`src/rtl/seven_segment_scan_decoder.sv`:
```
// Receive side of a multiplexed active-low seven-segment bus: waits for a
// stable single-digit pattern, decodes it to hex, and reports frame completion.
module seven_segment_scan_decoder #(
  parameter int unsigned STABLE_CYCLES = 4
) (
  input  logic        clk,
  input  logic        reset_n,
  input  logic [6:0]  seg_n,
  input  logic [3:0]  anode_n,
  output logic [15:0] digits,
  output logic [3:0]  digit_valid,
  output logic [3:0]  digit_error,
  output logic        frame_done
);

  localparam logic [7:0] STABLE_MAX = 8'(STABLE_CYCLES);

  // Returns {legal, value} for an active-low {g..a} pattern.
  function automatic logic [4:0] decode_glyph(input logic [6:0] seg);
    logic [4:0] r;
    case (seg)
      7'h40:   r = {1'b1, 4'h0};
      7'h79:   r = {1'b1, 4'h1};
      7'h24:   r = {1'b1, 4'h2};
      7'h30:   r = {1'b1, 4'h3};
      7'h19:   r = {1'b1, 4'h4};
      7'h12:   r = {1'b1, 4'h5};
      7'h02:   r = {1'b1, 4'h6};
      7'h78:   r = {1'b1, 4'h7};
      7'h00:   r = {1'b1, 4'h8};
      7'h10:   r = {1'b1, 4'h9};
      7'h08:   r = {1'b1, 4'hA};
      7'h03:   r = {1'b1, 4'hB};
      7'h46:   r = {1'b1, 4'hC};
      7'h21:   r = {1'b1, 4'hD};
      7'h06:   r = {1'b1, 4'hE};
      7'h0E:   r = {1'b1, 4'hF};
      default: r = {1'b0, 4'h0};
    endcase
    return r;
  endfunction

  // Returns {exactly_one_active, index_of_active_digit}.
  function automatic logic [2:0] active_digit(input logic [3:0] an);
    logic [2:0] r;
    case (an)
      4'b1110: r = {1'b1, 2'd0};
      4'b1101: r = {1'b1, 2'd1};
      4'b1011: r = {1'b1, 2'd2};
      4'b0111: r = {1'b1, 2'd3};
      default: r = {1'b0, 2'd0};
    endcase
    return r;
  endfunction

  logic [6:0]  s_seg_q, s_seg_d;
  logic [3:0]  s_an_q, s_an_d;
  logic [7:0]  cnt_q, cnt_d;
  logic [15:0] digits_q, digits_d;
  logic [3:0]  valid_q, valid_d;
  logic [3:0]  error_q, error_d;
  logic [3:0]  mask_q, mask_d;
  logic        frame_done_q, frame_done_d;

  logic [2:0]  act;
  logic [4:0]  glyph;
  logic        changed;
  logic        capture;
  logic [3:0]  sel;
  logic [3:0]  mask_or;

  always_comb begin
    s_seg_d      = s_seg_q;
    s_an_d       = s_an_q;
    cnt_d        = cnt_q;
    digits_d     = digits_q;
    valid_d      = valid_q;
    error_d      = error_q;
    mask_d       = mask_q;
    frame_done_d = 1'b0;

    act     = active_digit(anode_n);
    glyph   = decode_glyph(seg_n);
    changed = ({seg_n, anode_n} != {s_seg_q, s_an_q});
    capture = 1'b0;
    sel     = 4'b0001 << act[1:0];
    mask_or = mask_q;

    if (changed) begin
      s_seg_d = seg_n;
      s_an_d  = anode_n;
      cnt_d   = act[2] ? 8'd1 : 8'd0;
    end else if (act[2]) begin
      // Capture happens only on the step into saturation, never while parked there.
      if (cnt_q < STABLE_MAX) begin
        cnt_d   = cnt_q + 8'd1;
        capture = (cnt_q == (STABLE_MAX - 8'd1));
      end else begin
        cnt_d = cnt_q;
      end
    end else begin
      cnt_d = 8'd0;
    end

    if (capture) begin
      if (glyph[4]) begin
        digits_d[{act[1:0], 2'b00} +: 4] = glyph[3:0];
        valid_d = valid_q | sel;
        error_d = error_q & ~sel;
      end else begin
        valid_d = valid_q & ~sel;
        error_d = error_q | sel;
      end
      mask_or = mask_q | sel;
      if (mask_or == 4'hF) begin
        mask_d       = 4'h0;
        frame_done_d = 1'b1;
      end else begin
        mask_d = mask_or;
      end
    end else begin
      mask_d = mask_q;
    end
  end

  always_ff @(posedge clk) begin
    if (!reset_n) begin
      s_seg_q      <= 7'h7F;
      s_an_q       <= 4'hF;
      cnt_q        <= 8'd0;
      digits_q     <= 16'h0000;
      valid_q      <= 4'b0000;
      error_q      <= 4'b0000;
      mask_q       <= 4'b0000;
      frame_done_q <= 1'b0;
    end else begin
      s_seg_q      <= s_seg_d;
      s_an_q       <= s_an_d;
      cnt_q        <= cnt_d;
      digits_q     <= digits_d;
      valid_q      <= valid_d;
      error_q      <= error_d;
      mask_q       <= mask_d;
      frame_done_q <= frame_done_d;
    end
  end

  assign digits      = digits_q;
  assign digit_valid = valid_q;
  assign digit_error = error_q;
  assign frame_done  = frame_done_q;

endmodule

```
`config.mk`:
```
export PLATFORM = sky130hd
export DESIGN_NAME = seven_segment_scan_decoder
export DESIGN_NICKNAME = d
export VERILOG_FILES = /design/src/rtl/seven_segment_scan_decoder.sv
export SDC_FILE = /design/constraint.sdc
export NUM_CORES = 1
export LEC_CHECK = 0
export ABC_AREA = 1
export BUFFER_PORTS_ARGS = -buffer_cell sky130_fd_sc_hd__buf_2
export CAP_MARGIN = 15
export CORE_MARGIN = 2
export CORE_UTILIZATION = 53
export CTS_BUF_LIST = sky130_fd_sc_hd__clkbuf_8
export CTS_CLUSTER_SIZE = 8
export DETAILED_ROUTE_END_ITERATION = 16
export MAX_ROUTING_LAYER = met4
export PLACE_DENSITY = 0.78
export SLEW_MARGIN = 20
export SYNTH_ARGS = -nofsm -noshare
export SYNTH_HDL_FRONTEND = slang
export SYNTH_SLANG_ARGS = --single-unit
```
`constraint.sdc`:
```
create_clock -name clk -period 2.2 [get_ports clk]
set_input_delay 0.44 -clock clk [delete_from_list [all_inputs] [get_ports clk]]
set_output_delay 0.44 -clock clk [all_outputs]
set_load 0.1 [all_outputs]
```
==> impl_metrics.ini <==
[routing]
drc_errors = 0
drt.antenna.violating_nets = 0
via_per_inst = 4.92
routed_wl_um = 5980
wl_per_cell_um = 11.1
dr.pass1.iters = 4
drtIter0Drc = 151
vias = 2643

[cells_and_area]
nNetsFinal = 490
area.growth.synth_to_final_pct = 14.9
diodes = 0
final_common_cell = nand2_1
final_cells = 537
layout_common_cells = nand2_1, nor2_1, dfxtp_1
utilization_pct = 63.8
drive_gt1_share_pct = 16.0
fin_area_mm2 = 0.00305

[setup_path]
r2r_slack_ns = 0.42
path_delay_family = simple AND/OR/NAND/NOR gates
cp_num_buf_inv = 2
cp-end-kind = flop
critPathLaunchType = flop
arrival_ns = 1.96
critPathSlowestCell = nor3_4
slowest_delay_ns = 0.33
crit_chain = inv_1, nand2_1, nor2_1, nand3_1, inv_1, nand2_1, nor3_4, nand2_2, nand2_1, a21oi_1
critical_path_class = reg2reg
path_max_fanout = 7
required_ns = 2.38
cpMostUsedCell = nand2_1

[timing]
finClkSkew_ns = 0.00854
drv_slew = 0
final.period_utilization_pct = 81.0
tns_ns = 0
max-slew-margin-rel_pct = 55.4
period_minus_slack_ns = 1.78
setup_viol = 0
max_freq_ghz = 0.561
hold_viol = 0
tightest_slew_ns = 0.669
rsz0062_at_grt = false

[power]
power_density_mw_per_mm2 = 541
leakagePower_nw = 1.54
combPwrFrac_pct = 12.1
totalPowerFinal_mw = 1.65
seq_power_share_pct = 53.6
p_clk_share_pct = 34.3
p_int_mw = 1.20
peakVddDrop_v = 0.000308
swShare_pct = 27.4
switchingPower_mw = 0.453

[synth]
synth-seq-cells = 48
synth.distinct_cells = 22
yosysWarningCount = 0
avgSynthCellArea_um2 = 6.29
synthesis.area_mm2 = 0.00266
netlist_instances = 423
ys_seq_area_share_pct = 36.1
synthesis.nets = 444

[place]
place_congestion = 0.931
dpl_cell_area_mm2 = 0.00296
place_hpwl_um = 4650
post-place-cells = 529
port_buffers = 37

[floorplan]
initial_core_util_pct = 55.6
rows = 25
die-area_mm2 = 0.00560
core_area_mm2 = 0.00479
die_h_um = 74.8
ios = 38
fp.dieW_um = 74.8

[clock_tree]
hold_buffers = 0
ctsRootBufferMaster = clkbuf_8
htree_levels = 2
cts_buffer_depth = 2
cts-resized-gates = 0
cts_tree = done
path_clk_slew_ns = 0.10
clock_sinks = 48
cts_setup_buffers = 0
numCtsBuffers = 5
clkLatencyLatePin_ns = 0.31

[global_route]
grt-ovfl-total = 0
grt_pass1_vias = 2341
grt_pass1_wl_um = 10100
grt_max_degree = 22
grt_use_total_pct = 23.9
antenna_found_initial = 0

[run_status]
outcome = finished clean

[worst_hold_path]
hp-class = in2reg

[job]
max-cap-violations = 0
-- metrics by stage --
stage	hold slack (ns)	setup WS (ns)
after floorplan	0.416	0.0903
after global placement	0.425	0.205
after detailed placement	0.431	0.163
after CTS	0.371	0.401
after global routing	0.397	0.186
final	0.378	0.417
-- metal layers --
metal,track usage [%],routed length (um)
met5,-,0
met4,7.14,91
met3,3.61,307
met2,39.4,2790
met1,30.3,2790
-- power groups by stage --
stage               Clock (mW)  Sequential, mW  Combinational (mW)
floorplan                    0           0.905               0.134
global placement             0           0.906               0.194
detailed placement           0           0.907               0.198
CTS                      0.586           0.887               0.199
global route             0.613           0.888               0.228
finish                   0.568           0.886               0.199
-- area by class of cell --
type                            count  area (um2)
Clock inverter                      2        13.8
Tap cell                           67        83.8
Multi-Input combinational cell    319        1490
Fill cell                         483        1730
Timing Repair Buffer               43         230
Sequential cell                    48         961
Clock buffer                        6        82.6
Inverter                           52         195
-- cell families (layout without fill, tap and decap cells) --
group / Yosys count / in the layout / synth area share (%)
and+or+nand+nor: 273 / 273 / 44.0
buffers and inverters: 56 / 103 / 7.91
DFF: 48 / 48 / 36.1
AOI/OAI and AO/OA: 32 / 32 / 6.16
adders and majority gates: 8 / 8 / 3.76
xor gates and xnor gates: 6 / 6 / 1.98
-- worst paths after layout --
kind / endpoint / cells past startpoint / from
worst max-delay path: digits[1]$_SDFFE_PN0P_ / 10 / cnt_q[7]$_SDFFE_PN0P_
worst min-delay path: s_an_q[1]$_SDFFE_PN1N_ / 3 / anode_n[1]
worst max register to register: digits[1]$_SDFFE_PN0P_ / 10 / cnt_q[7]$_SDFFE_PN0P_
worst min register to register: cnt_q[6]$_SDFFE_PN0P_ / 2 / cnt_q[6]$_SDFFE_PN0P_
-- cells in the mapped netlist --
master	count	area [um2]
o211ai_1	1	7.51
ha_1	8	100
clkinv_1	1	3.75
nand2_2	3	18.8
nand4_1	3	18.8
inv_2	5	18.8
nand3_2	3	30.0
nor2_4	4	45.0
nor3_1	6	30.0
nand2_1	146	548
nand2_4	1	11.3
nor2_2	7	43.8
o22ai_1	1	6.26
xnor2_1	6	52.6
clkbuf_1	4	15.0
dfxtp_1	48	961
o21ai_0	3	15.0
nor3_4	1	16.3
inv_1	46	173
nand3_1	30	150
a21oi_1	27	135
nor2_1	69	259
-- worst min-delay path, cell delays in order --
cell and delay (ns):
buf_2 0.10, inv_1 0.06, nand2_1 0.05
No activity file was read; power rests on OpenSTA's default activity.
